File: src/rtl/moore_seq_pkg.sv
// Shared definitions for the moore serial pattern generator and the moore sequence detector:
// state encoding, parameter defaults and the common target pattern.
package moore_seq_pkg;

    localparam int unsigned DefWidth = 4;
    localparam int unsigned DefCntW  = 4;
    localparam int unsigned DefGap   = 2;

    // Pattern the detector looks for; the generator's loopback stimulus uses the same value.
    localparam logic [DefWidth-1:0] MooreTarget = 4'b1011;

    typedef enum logic [1:0] {
        StIdle  = 2'd0,
        StShift = 2'd1,
        StGap   = 2'd2,
        StDone  = 2'd3
    } seq_state_e;

endpackage

File: src/rtl/seq_shift_reg.sv
// Parallel-load, shift-left register with the MSB as the serial output; load wins over shift.
module seq_shift_reg #(
    parameter int unsigned WIDTH = 4
) (
    input  logic             clk_i,
    input  logic             reset_i,
    input  logic             load_i,
    input  logic             shift_i,
    input  logic [WIDTH-1:0] din_i,
    output logic             msb_o
);

    logic [WIDTH-1:0] shreg_q, shreg_d;

    always_comb begin
        shreg_d = shreg_q;
        if (load_i) begin
            shreg_d = din_i;
        end else if (shift_i) begin
            shreg_d = {shreg_q[WIDTH-2:0], 1'b0};
        end
    end

    always_ff @(posedge clk_i) begin
        if (reset_i) begin
            shreg_q <= '0;
        end else begin
            shreg_q <= shreg_d;
        end
    end

    assign msb_o = shreg_q[WIDTH-1];

endmodule

File: src/rtl/moore_seq_gen.sv
// Serial pattern transmitter: sends a captured pattern MSB-first a given number of times.
// Define MOORE_SEQ_GEN_GAP_EN to insert GAP idle bits between repeats.
module moore_seq_gen
    import moore_seq_pkg::*;
#(
    parameter int unsigned WIDTH = DefWidth,
    parameter int unsigned CNT_W = DefCntW,
    parameter int unsigned GAP   = DefGap
) (
    input  logic             clk_i,
    input  logic             reset_i,
    input  logic             start_i,
    input  logic [WIDTH-1:0] pattern_i,
    input  logic [CNT_W-1:0] repeat_n_i,
    output logic             data_o,
    output logic             valid_o,
    output logic             busy_o,
    output logic             done_o
);

    localparam int unsigned BitW = $clog2(WIDTH);
    localparam logic [BitW-1:0] BitLast = BitW'(WIDTH - 1);

    if (WIDTH < 2) begin : g_chk_width
        $error("moore_seq_gen: WIDTH must be at least 2");
    end
    if (GAP < 1) begin : g_chk_gap
        $error("moore_seq_gen: GAP must be at least 1");
    end

    seq_state_e       state_q, state_d;
    logic [BitW-1:0]  bit_cnt_q, bit_cnt_d;
    logic [CNT_W-1:0] rep_cnt_q, rep_cnt_d;
    logic [WIDTH-1:0] hold_q, hold_d;
    logic             sr_load, sr_shift, sr_msb;
    logic [WIDTH-1:0] sr_din;

`ifdef MOORE_SEQ_GEN_GAP_EN
    localparam int unsigned GapW = $clog2(GAP + 1);
    localparam logic [GapW-1:0] GapLast = GapW'(GAP - 1);
    logic [GapW-1:0] gap_cnt_q, gap_cnt_d;
`endif

    seq_shift_reg #(
        .WIDTH(WIDTH)
    ) u_shreg (
        .clk_i  (clk_i),
        .reset_i(reset_i),
        .load_i (sr_load),
        .shift_i(sr_shift),
        .din_i  (sr_din),
        .msb_o  (sr_msb)
    );

    always_comb begin
        state_d   = state_q;
        bit_cnt_d = bit_cnt_q;
        rep_cnt_d = rep_cnt_q;
        hold_d    = hold_q;
        sr_load   = 1'b0;
        sr_shift  = 1'b0;
        sr_din    = pattern_i;
`ifdef MOORE_SEQ_GEN_GAP_EN
        gap_cnt_d = gap_cnt_q;
`endif
        case (state_q)
            StIdle: begin
                if (start_i) begin
                    sr_load   = 1'b1;
                    hold_d    = pattern_i;
                    bit_cnt_d = BitLast;
                    rep_cnt_d = (repeat_n_i == '0) ? CNT_W'(1) : repeat_n_i;
                    state_d   = StShift;
                end
            end
            StShift: begin
                if (bit_cnt_q != '0) begin
                    sr_shift  = 1'b1;
                    bit_cnt_d = bit_cnt_q - 1'b1;
                end else if (rep_cnt_q > CNT_W'(1)) begin
                    // Reload here so the register is ready whether or not a gap follows.
                    sr_load   = 1'b1;
                    sr_din    = hold_q;
                    bit_cnt_d = BitLast;
                    rep_cnt_d = rep_cnt_q - 1'b1;
`ifdef MOORE_SEQ_GEN_GAP_EN
                    gap_cnt_d = GapLast;
                    state_d   = StGap;
`endif
                end else begin
                    state_d = StDone;
                end
            end
`ifdef MOORE_SEQ_GEN_GAP_EN
            StGap: begin
                if (gap_cnt_q == '0) begin
                    state_d = StShift;
                end else begin
                    gap_cnt_d = gap_cnt_q - 1'b1;
                end
            end
`endif
            StDone: begin
                state_d = StIdle;
            end
            default: begin
                state_d = StIdle;
            end
        endcase
    end

    always_ff @(posedge clk_i) begin
        if (reset_i) begin
            state_q   <= StIdle;
            bit_cnt_q <= '0;
            rep_cnt_q <= '0;
            hold_q    <= '0;
        end else begin
            state_q   <= state_d;
            bit_cnt_q <= bit_cnt_d;
            rep_cnt_q <= rep_cnt_d;
            hold_q    <= hold_d;
        end
    end

`ifdef MOORE_SEQ_GEN_GAP_EN
    always_ff @(posedge clk_i) begin
        if (reset_i) begin
            gap_cnt_q <= '0;
        end else begin
            gap_cnt_q <= gap_cnt_d;
        end
    end
`endif

    always_comb begin
        data_o  = 1'b0;
        valid_o = 1'b0;
        busy_o  = 1'b0;
        done_o  = 1'b0;
        case (state_q)
            StShift: begin
                data_o  = sr_msb;
                valid_o = 1'b1;
                busy_o  = 1'b1;
            end
            StGap: begin
                busy_o = 1'b1;
            end
            StDone: begin
                done_o = 1'b1;
            end
            default: begin
            end
        endcase
    end

endmodule

File: config.mk
export PLATFORM = sky130hd
export DESIGN_NAME = moore_seq_gen
export DESIGN_NICKNAME = d
export VERILOG_FILES = /design/src/rtl/moore_seq_pkg.sv /design/src/rtl/seq_shift_reg.sv /design/src/rtl/moore_seq_gen.sv
export SDC_FILE = /design/constraint.sdc
export NUM_CORES = 1
export LEC_CHECK = 0
export BUFFER_PORTS_ARGS = -buffer_cell sky130_fd_sc_hd__buf_2
export CORE_MARGIN = 3
export CORE_UTILIZATION = 39
export DETAILED_ROUTE_END_ITERATION = 6
export PLACE_DENSITY = 0.62
export SYNTH_ARGS = -nofsm -noshare
export SYNTH_HDL_FRONTEND = slang
export SYNTH_SLANG_ARGS = --single-unit
File: constraint.sdc
create_clock -name clk_i -period 1.9 [get_ports clk_i]
set_input_delay 0.285 -clock clk_i [delete_from_list [all_inputs] [get_ports clk_i]]
set_output_delay 0.285 -clock clk_i [all_outputs]
set_load 0.05 [all_outputs]
Word-level counts from Yosys, hierarchy flattened
Index checks and enable logic that the tools add are counted.
- order comparisons: 1
- equality and inequality tests: 8
- reduce and logical (&&, ||, !) cells: 10
- add/subtract/negate cells: 2
- muxes and demuxes: 28
- operators with widths (kind ; number):
    4-bit two-way mux ; 9
    2-bit two-way mux ; 6
    1-bit two-way mux ; 9
    2-bit != test (second input constant) ; 4
    2-bit case mux with 2 select lines ; 2
    4-bit case mux with 2 select lines ; 1
    3-bit AND reduction ; 2
    2-bit nonzero test ; 3
    2-bit equality test (second input constant) ; 2
    4-bit by 1-bit > comparator with 1-bit output (second input constant) ; 1
    4-bit logical NOT ; 1
    4-bit AND reduction ; 1
    4-bit by 1-bit subtractor with 4-bit output (second input constant) ; 1
    3-bit != test (second input constant) ; 1
    2-bit by 1-bit equality test with 1-bit output (second input constant) ; 1
    2-bit logical NOT ; 1
    1-bit case mux with 2 select lines ; 1
    2-bit AND reduction ; 1
    2-bit OR reduction ; 1
    2-bit by 1-bit subtractor with 2-bit output (second input constant) ; 1
- register bits: 16
- logic and storage cells: 54
- output and inout port bits: 4

Depth between registers and ports, before layout
Gate-level depths: netlist of run 1.
- depth after elaboration: 5
- mapped depth: 8

By module
From an unflattened synthesis of run 1, not the netlist that was laid out.
- cell total of the unflattened synthesis: 111
- area total of the unflattened synthesis: 952.2 um^2
- modules (own cells, without submodules) (module ; cells an instance ; area an instance (um^2) ; times used ; sequential area each (um^2)):
    moore_seq_gen ; 94 ; 779.5 ; 1 ; 240.2
    seq_shift_reg ; 17 ; 172.7 ; 1 ; 80.1

Worst setup path before layout of run 1
OpenSTA, ideal clock, no wires.
- path kind: register to register
- start point: register state_q[1]
- end point: register rep_cnt_q[1]
- arrival: 1862 ps
- period minus slack after synthesis: 1994 ps
- cell stages (with the launch flop): 7
- buffers on the path: 0
- slack: -94 ps
- data required time: 1769 ps
- cell sequence: dfxtp_1 > inv_1 > ha_1 > inv_2 > or4_4 > a21oi_1 > a311oi_2
- word-level cells in the longest chain between the ends: 3
- elaborated cells on any way between the ends: 8
- those cells by class: 4 x eq/ne; 1 x mux; 3 x reduce/logical
- RTL lines (item ; RTL line ; RTL):
    from (decl) ; moore_seq_gen.sv:31 ; seq_state_e state_q, state_d;
    from (signal assigned) ; moore_seq_gen.sv:114 ; state_q <= StIdle;
    from (signal assigned) ; moore_seq_gen.sv:119 ; state_q <= state_d;
    2-bit by 1-bit equality test with 1-bit output or 2-bit logical NOT (tied branches) ; moore_seq_gen.sv:66 ; case (state_q)
    2-bit != test (no line) or 2-bit nonzero test (tied branches) ; - ;
    4-bit AND reduction (no line) ; - ;
    to (signal assigned) ; moore_seq_gen.sv:121 ; rep_cnt_q <= rep_cnt_d;
    to (decl) ; moore_seq_gen.sv:33 ; logic [CNT_W-1:0] rep_cnt_q, rep_cnt_d;
Several ways; a longest one is shown, not always the timed one.
A chain may end at the register's enable or synchronous reset.

Worst setup path after layout of run 1
- start point: register state_q[0]
- end point: register rep_cnt_q[1]
Same word-level chain as after synthesis.

==> impl.org, run 1 <==
** Status
- Run status :: finished, final reports clean

** Cells and area
- Synthesis-to-layout area growth :: 13.5%
- Across the whole layout, storage elements account for roughly 320 um2.
- Layout cells sized above 1 :: 0.222
- Leaving out fill and tap cells, the most frequent cell in the layout is dfxtp_1.
- At the end of the flow, the number of nets in the layout was ~140.
- Leaving out fill and tap cells, the most frequent cells in the layout are dfxtp_1, buf_2, nor2_1, a21oi_1, nand2_1.
- Layout Utilization :: 0.472
- Final cell count without fillers :: 154
- With fillers left out, the area of the finished cells amounts to about 0.0011 mm2.
- 0 antenna diodes ended up in the layout.
- Multi-input combinational cell area :: about 560 um2
- Fill cells in the final layout number 233.

** STA
- Summed over all failing endpoints, the final setup total negative slack is 0 ns.
- At the pin with the least slew margin, the transition time is 0.353 ns.
- Final setup viols :: 0
- Period utilisation layout :: 0.942
- Max Freq :: 559 MHz
- Headroom to the max-slew limit came out at 0.762.
- Final hold violations :: 0
- Setup repair after global routing missed its margin :: no
- Max-slew violation total from the final report :: 0
- Worst hold slack after final layout :: about 0.25 ns
- Skew final :: ~0.0037 ns
- Crit path time final :: roughly 1.8 ns

** Clock tree
- Clk pin slew, worst setup/hold paths :: 0.09 ns
- The clock reaches the later pin of the worst-skew pair after between 0.2 and 0.3 ns.
- For this design, the CTS-stage hold fixing added 0 buffers.
- Number of sinks on the clock net :: 16
- Clock tree from TritonCTS :: yes
- Total clock buffers created by CTS :: 3
- Clock tree root driver cell :: clkbuf_4
- In this run the number of H-tree levels came out at 1.
- CTS Buffer Depth :: 2

** Yosys
- Main combinational cell family by area after synthesis :: compound AO/OA/AOI/OAI gates
- Synth warn :: 0
- Simple-Gate Fraction of Synth Area :: 0.221
- Synthesis instantiated 34 different standard cells from the library.
- The average instance in the mapped netlist occupies 8.30 um2.
- Compound-cell area share of the yosys netlist :: 0.241
- Of the total synthesized cell area, the portion taken by XOR and XNOR cells is 0.
- The mapped netlist covers roughly 940 um2.
- Share of cell area taken by muxes after synthesis :: 0.0547
- Post-synthesis sequential element count :: 16
- Counting every instance in the synthesized netlist gives approximately 110.
- Post-synthesis adder-cell area fraction :: 0.0800
- Net count after synthesis :: 130
- The share of the Yosys chip area taken by registers is 0.341.

** Detailed routing
- Number of vias in the routed layout :: around 840
- Number of violations reported at the end of detailed-routing iteration 0 :: 11
- Dividing the detail-routed via count by the number of cells gives 5.45.
- Average routed wire per standard cell :: 12.9 um
- Before antenna repair, the detailed router went through 4 iterations.
- For this run, design rule violations remaining after detail routing come to 0.
- Once detail routing completed, the nets flagged for antenna violations numbered 0.
- Summed over all layers, the routed wires come to 1.98 mm.

** Critical path
- The worst register-to-register path begins at state_q[0]$_SDFFE_PP0P_.
- Required time worst endpoint :: slightly above 2 ns
- Data arrival time at the worst-slack endpoint :: roughly 2.0 ns
- Largest fanout on the critical path :: 8
- CP peak stage delay :: between 0.4 and 0.5 ns
- The worst setup path is captured at a register.
- WS Path Type :: register to register
- The critical path goes through inv_1 -> ha_1 -> mux2_2 -> and2_2 -> a21oi_1 -> a311oi_2.
- First element of the critical path :: state_q[0]$_SDFFE_PP0P_
- Slowest cell on crit path :: mux2_2
- The worst setup path is launched from a register.

** Placed design
- Area after detailed placement :: about 0.0010 mm2
- The wire-length estimate of the detail-placed layout is 1.47 mm.
- Count of input and output buffers :: 14
- In this run, placement finished with an instance count of 150.
- Routability-driven placement finished with a final weighted congestion of approximately 0.8.

** Global routing
- GRT overflow :: 0
- Number of antenna violations at the first check in global routing :: 0
- GRT Resource Usage Total :: 0.159
- The first global-routing pass estimated ~3.4 mm of wire.
- Via count of the first global-routing pass :: roughly 770
- Maximum number of pins on one net before global-route repair :: 17

** Floorplanning
- The region available for standard cell placement spans approximately 0.0023 mm2.
- The die is 55.1 um tall.
- Num rows :: 17
- The floorplan step set the die width to roughly 55 um.
- For this configuration, the core starts out at a cell density of 0.416.
- Area of the die :: approximately 0.0030 mm2
- In this run the count of I/O pins placed on the die edge is 15.

** Job
- Across the run, the number of max-cap violations was 0.

** Power
- Pwr/cell area :: 1670 mW/mm2
- Leakage Power :: about 0.47 nW
- The worst-case IR drop observed on VDD is 0.891 mV.

** Worst hold path
- The min-delay analysis places its worst path in the category primary input to register.
- Worst Min Path Start :: pattern_i[3]
## what timing repair did
action,in CTS,in global routing
gates resized for setup,0,1
setup endpoints to repair,0,1
setup buffers,0,0
## cell usage after synthesis
cell type	count	area, um2
o311ai_0	2	17.5
nand3_1	4	20.0
a311oi_1	1	8.76
ha_1	6	75.1
a21oi_1	12	60.1
a311oi_2	1	15.0
or4_4	1	11.3
mux2_2	1	11.3
o21ai_0	2	10.0
a211oi_1	4	30.0
o21ba_1	1	10.0
nor2_1	12	45.0
nor4_1	1	6.26
mux2i_1	4	40.0
buf_2	3	15.0
nand2b_1	1	6.26
nor3_1	5	25.0
and2_2	1	7.51
and3_1	1	6.26
dfxtp_1	16	320
inv_2	1	3.75
nor4b_4	1	23.8
inv_1	7	26.3
nor2b_1	1	6.26
and2_1	1	6.26
o311a_1	1	10.0
a211o_1	4	35.0
a221oi_1	1	8.76
clkbuf_2	1	5.00
a21oi_2	1	8.76
a31oi_1	2	12.5
clkbuf_1	2	7.51
nand2_1	10	37.5
nor2_2	1	6.26
## cell type report
| type | instances | share of cell area |
|---|---|---|
| sequential | 16 | 0.301 |
| timing repair buffer | 15 | 0.0752 |
| tap | 28 | 0.0329 |
| multi-input combinational | 83 | 0.529 |
| clock buffer | 4 | 0.0341 |
| inverter | 8 | 0.0282 |
## critical path: cells and delay by family (launching register included)
kind | cells | cell delay (ns)
mux | 1 | 0.42
fa+ha+maj | 1 | 0.35
flops | 1 | 0.34
simple gates | 1 | 0.24
compound gates | 2 | 0.23
buf+inv | 1 | 0.08
## sequential cells by signal, summed over array words and instances, names as in the netlist
signal           count
hold_q               4
rep_cnt_q            4
u_shreg.shreg_q      4
bit_cnt_q            2
state_q              2
## final timing paths
check | end | slack [ns] | depth (start not counted)
max reg2reg | rep_cnt_q[1]$_SDFFE_PP0P_ | 0.11 | 6
min | hold_q[3]$_SDFFE_PP0N_ | 0.25 | 3
min reg2reg | u_shreg.shreg_q[3]$_SDFFE_PP0P_ | 0.46 | 2
max | rep_cnt_q[1]$_SDFFE_PP0P_ | 0.11 | 6
## cells by family after synthesis
| group | after synthesis |
|---|---|
| AOI/OAI and AO/OA | 32 |
| adders and majority gates | 6 |
| DFF | 16 |
| muxes | 5 |
| and+or+nand+nor | 40 |
| buffers and inverters | 14 |
## power by group
group	internal, mW	leakage (nW)	switching [mW]	total [mW]
combinational	0.401	0.317	0.604	1.00
clock	0.117	0.0210	0.110	0.227
sequential	0.451	0.132	0.0979	0.549
## routing by layer
metal	share of wire	GRT usage
met5	0	0
met4	0.013	0.0486
met2	0.47	0.264
met1	0.48	0.195
met3	0.038	0.0483
## through the flow
step           power (mW)  setup WS (ns)
2_1_floorplan        1.38          0.104
3_3_place_gp         1.55          0.164
3_5_place_dp         1.56          0.133
4_1_cts              1.79         0.0727
5_1_grt              1.96        0.00761
6_report             1.78          0.111
Power figures use the tool's default switching activity.
==> run 2, diff against run 1 <==
--- a/config.mk
+++ b/config.mk
@@ -6,6 +6,7 @@
 export NUM_CORES = 1
 export LEC_CHECK = 0
 export BUFFER_PORTS_ARGS = -buffer_cell sky130_fd_sc_hd__buf_2
+export CORE_ASPECT_RATIO = 0.7
 export CORE_MARGIN = 3
 export CORE_UTILIZATION = 39
 export DETAILED_ROUTE_END_ITERATION = 6
==> constraint.sdc (replaced) <==
create_clock -name clk_i -period 1.9 [get_ports clk_i]
set_input_delay 0 -clock clk_i [delete_from_list [all_inputs] [get_ports clk_i]]
set_output_delay 0 -clock clk_i [all_outputs]
set_load 0.05 [all_outputs]
==> impl.org, run 2 (same netlist as run 1, synthesis figures left out) <==
** Status
- Run status :: finished, final reports clean

** Global routing
- The number of antenna violations at the first check in global routing was 0 (unchanged).
- The global-route wire length before repair is 3.59 mm (+4.6%).
- The total congestion overflow after global routing was 0 (unchanged).
- Via count of the first global-routing pass :: 789 (+3.1%)
- Maximum number of pins on one net before global-route repair :: 17 (unchanged)
- The total routing usage reported by global routing is 0.157 (-0.00198).

** Power
- The switching fraction of total power came to 0.464 (+0.00797).
- Total power of the final layout :: 1.81 mW (+1.8%)
- The leakage power came to 0.483 nW (+2.8%).
- Part of the total power dissipated in the clock network :: 0.127 (about the same)
- Comb power frac :: 0.566 (+0.002)
- Internal power summed over all cells :: 972 uW (+0.35%)
- The switching power total is 841 uW (+3.6%).
- Sequential Power Share :: 0.307 (about the same)
- The power density of the placed cells is 1650 mW/mm2 (-1.2%).
- VDD IR-drop max :: 0.501 mV (-44%)

** Cells and area
- Most common cell after layout, fill and taps aside :: dfxtp_1
- The final layout net count is 147 (+2.1%).
- The proportion of layout cells with a drive suffix above 1 is 0.217 (-0.00517).
- Count of antenna diodes in the layout :: 0 (unchanged)
- The library cells used most frequently in the layout, excluding fill and tap cells, are dfxtp_1, buf_2, nor2_1, a21oi_1, nand2_1.
- Register cell area after layout :: 320 um2 (unchanged)
- The largest registers in the layout are hold_q (4), rep_cnt_q (4), u_shreg.shreg_q (4).
- Final instance area :: 0.00110 mm2 (+3.1%)
- Fill cell total of the finished layout :: 221 (-5.2%)
- Synthesis-to-layout area growth :: 16.9%
- Multi-input combinational cell area :: 563 um2 (unchanged)

** Critical path
- The arrival time of data at the critical path endpoint came to 1.97 ns (about the same).
- The delay contributed by the slowest stage of the critical path is 0.41 ns (about the same).
- Capturing element of the worst setup path :: rep_cnt_q[1]$_SDFFE_PP0P_
- The worst setup path is captured at a register.
- Broken down by cell family, the worst path's largest delay share belongs to multiplexers.
- Largest fanout on the critical path :: 8 (unchanged)
- In this run the critical register-to-register path is captured at rep_cnt_q[1]$_SDFFE_PP0P_.
- The number of cells on the critical path was 6 (unchanged).
- Slowest cell on crit path :: mux2_2
- Worst-path cell chain :: inv_1 -> ha_1 -> mux2_2 -> and2_2 -> a21oi_1 -> a311oi_2
- The flop-to-flop setup slack was 0.1 ns (about the same).
- WS Path Type :: register to register
- The critical path required time is 2.07 ns (about the same).
- The worst-case reg-to-reg path depth was 6 (unchanged).
- The most critical setup path has its startpoint at state_q[0]$_SDFFE_PP0P_.
- Buf/Inv on CP :: 1 (unchanged)
- In this run the critical register-to-register path is launched from state_q[0]$_SDFFE_PP0P_.
- The worst setup path is launched from a register.

** STA
- The accumulated negative setup slack was 0 ns (unchanged).
- Final hold violations :: 0 (unchanged)
- Worst hold slack after final layout :: 0.0452 ns (-0.204 ns)
- Setup repair after global routing left no endpoint under its margin.
- The shortest period the worst path allows was 1.80 ns (+0.0122 ns).
- Slew at the pin closest to its max-slew limit :: 0.358 ns (+0.00540 ns)
- Worst slew slack as a fraction of its limit :: 0.760 (-0.00119)
- The maximum operating frequency is 555 MHz (-0.68%).
- The clock skew after layout was 0.00740 ns (+0.00375 ns).
- The count of endpoints failing setup in the final report was 0 (unchanged).
- The final-report max-slew violation count came to 0 (unchanged).
- The period utilization came to 0.948 (+0.00644).

** Floorplanning
- The count of standard-cell rows was 14 (-3).
- The horizontal die dimension was 64.6 um (+17%).
- The die height was 47.0 um (-15%).
- The top-level port count is 15 (unchanged).
- The area of the core was 0.00221 mm2 (-2.1%).
- The effective utilization at floorplan was 0.425 (+0.00897).
- Area of the die :: 0.00304 mm2 (+0.32%)

** Detailed routing
- The via total after detailed routing was 882 (+5.1%).
- Number of violations reported at the end of detailed-routing iteration 0 :: 48 (+37)
- The number of detailed-route iterations in the first pass is 4 (unchanged).
- The via count normalized by instance count is 5.48 (+0.55%).
- The post-detailed-route count of antenna-violating nets was 0 (unchanged).
- Total detailed-routing wirelength :: 2.17 mm (+9.3%)
- The total DRC errors in the routed layout came to 0 (unchanged).
- Average routed wire per standard cell :: 13.4 um (+4.5%)

** Clock tree
- Clk pin slew, worst setup/hold paths :: 0.10 ns (about the same)
- CTS Buffer Depth :: 2 (unchanged)
- Worst-Skew Late Latency :: 0.29 ns (about the same)
- The tree is rooted in a clkbuf_4.
- Clock tree from TritonCTS :: yes
- Total clock buffers created by CTS :: 3 (unchanged)
- The H-tree depth reported by CTS is 1 (unchanged).
- Cts repair resizes :: 0 (unchanged)
- Number of sinks on the clock net :: 16 (unchanged)

** Worst hold path
- The worst hold path begins at start_i.
- Tightest Hold Check Type :: primary input to register

** Placed design
- Weighted congestion reported at the end of routability-driven placement :: 0.909 (+11%)
- Count of input and output buffers :: 14 (unchanged)
- The cell area reported after detailed placement was 0.00103 mm2 (+0.49%).
- Post-DP HPWL :: 1.56 mm (+6.6%)

** Job
- The max-capacitance violation count was 0 (unchanged).
==> run 2: cell types whose count changed in the layout (fill, tap and decap cells not counted) <==
| cell | previous run | this run |
|---|---|---|
| buf_2 | 13 | 14 |
| clkbuf_4 | 4 | 3 |
| dlygate4sd3_1 | 0 | 3 |
==> run 2: worst min path at each step <==
stage / depth (start not counted) / to
finish: 3 / hold_q[1]$_SDFFE_PP0N_
detailed placement: 3 / hold_q[1]$_SDFFE_PP0N_
CTS: 3 / hold_q[1]$_SDFFE_PP0N_
global route: 3 / hold_q[2]$_SDFFE_PP0N_
global placement: 3 / hold_q[3]$_SDFFE_PP0N_
floorplan: 1 / rep_cnt_q[1]$_SDFFE_PP0P_
==> run 2: what timing repair did <==
item                       CTS  global route
hold buffers                 3             0
setup buffers                0             0
hold endpoints to repair     3             0
setup endpoints to repair    0             0
==> run 2: power groups by stage <==
stage	clock (mW)	sequential [mW]	combinational [mW]
after floorplan	0	0.515	0.867
after global placement	0	0.557	0.998
after detailed placement	0	0.558	1.01
after CTS	0.238	0.552	1.02
final	0.231	0.557	1.03
after global routing	0.254	0.569	1.14
==> run 2: stage by stage <==
stage | util | std cells | setup slack, ns
final | 0.497 | 161 | 0.0985
after global routing | 0.497 | 161 | 0.0167
after floorplan | - | 113 | 0.104
after CTS | 0.497 | 161 | 0.0944
after detailed placement | 0.467 | 154 | 0.104
after global placement | 0.467 | 154 | 0.167
==> run 2: cell type report <==
| class | instances | share of cell area |
|---|---|---|
| multi-input cells | 83 | 0.513 |
| flip-flops and latches | 16 | 0.292 |
| inverters | 8 | 0.0274 |
| well taps | 32 | 0.0365 |
| clock buffers | 4 | 0.0331 |
| repair buffers | 18 | 0.0981 |
==> run 2: metal layers <==
layer	routed length (um)	part of all wire	global-route usage	vias up
met1	1060	0.49	0.204	408
met5	0	0	0	-
met2	969	0.45	0.244	32
li1	-	-	-	440
met3	125	0.058	0.0574	2
met4	8	0.0037	0.0546	0
==> run 2: worst register-to-register path, cell delays in order, from the launching register on <==
cell	delay (ns)
dfxtp_1	0.34
inv_1	0.08
ha_1	0.35
mux2_2	0.41
and2_2	0.25
a21oi_1	0.18
a311oi_2	0.06
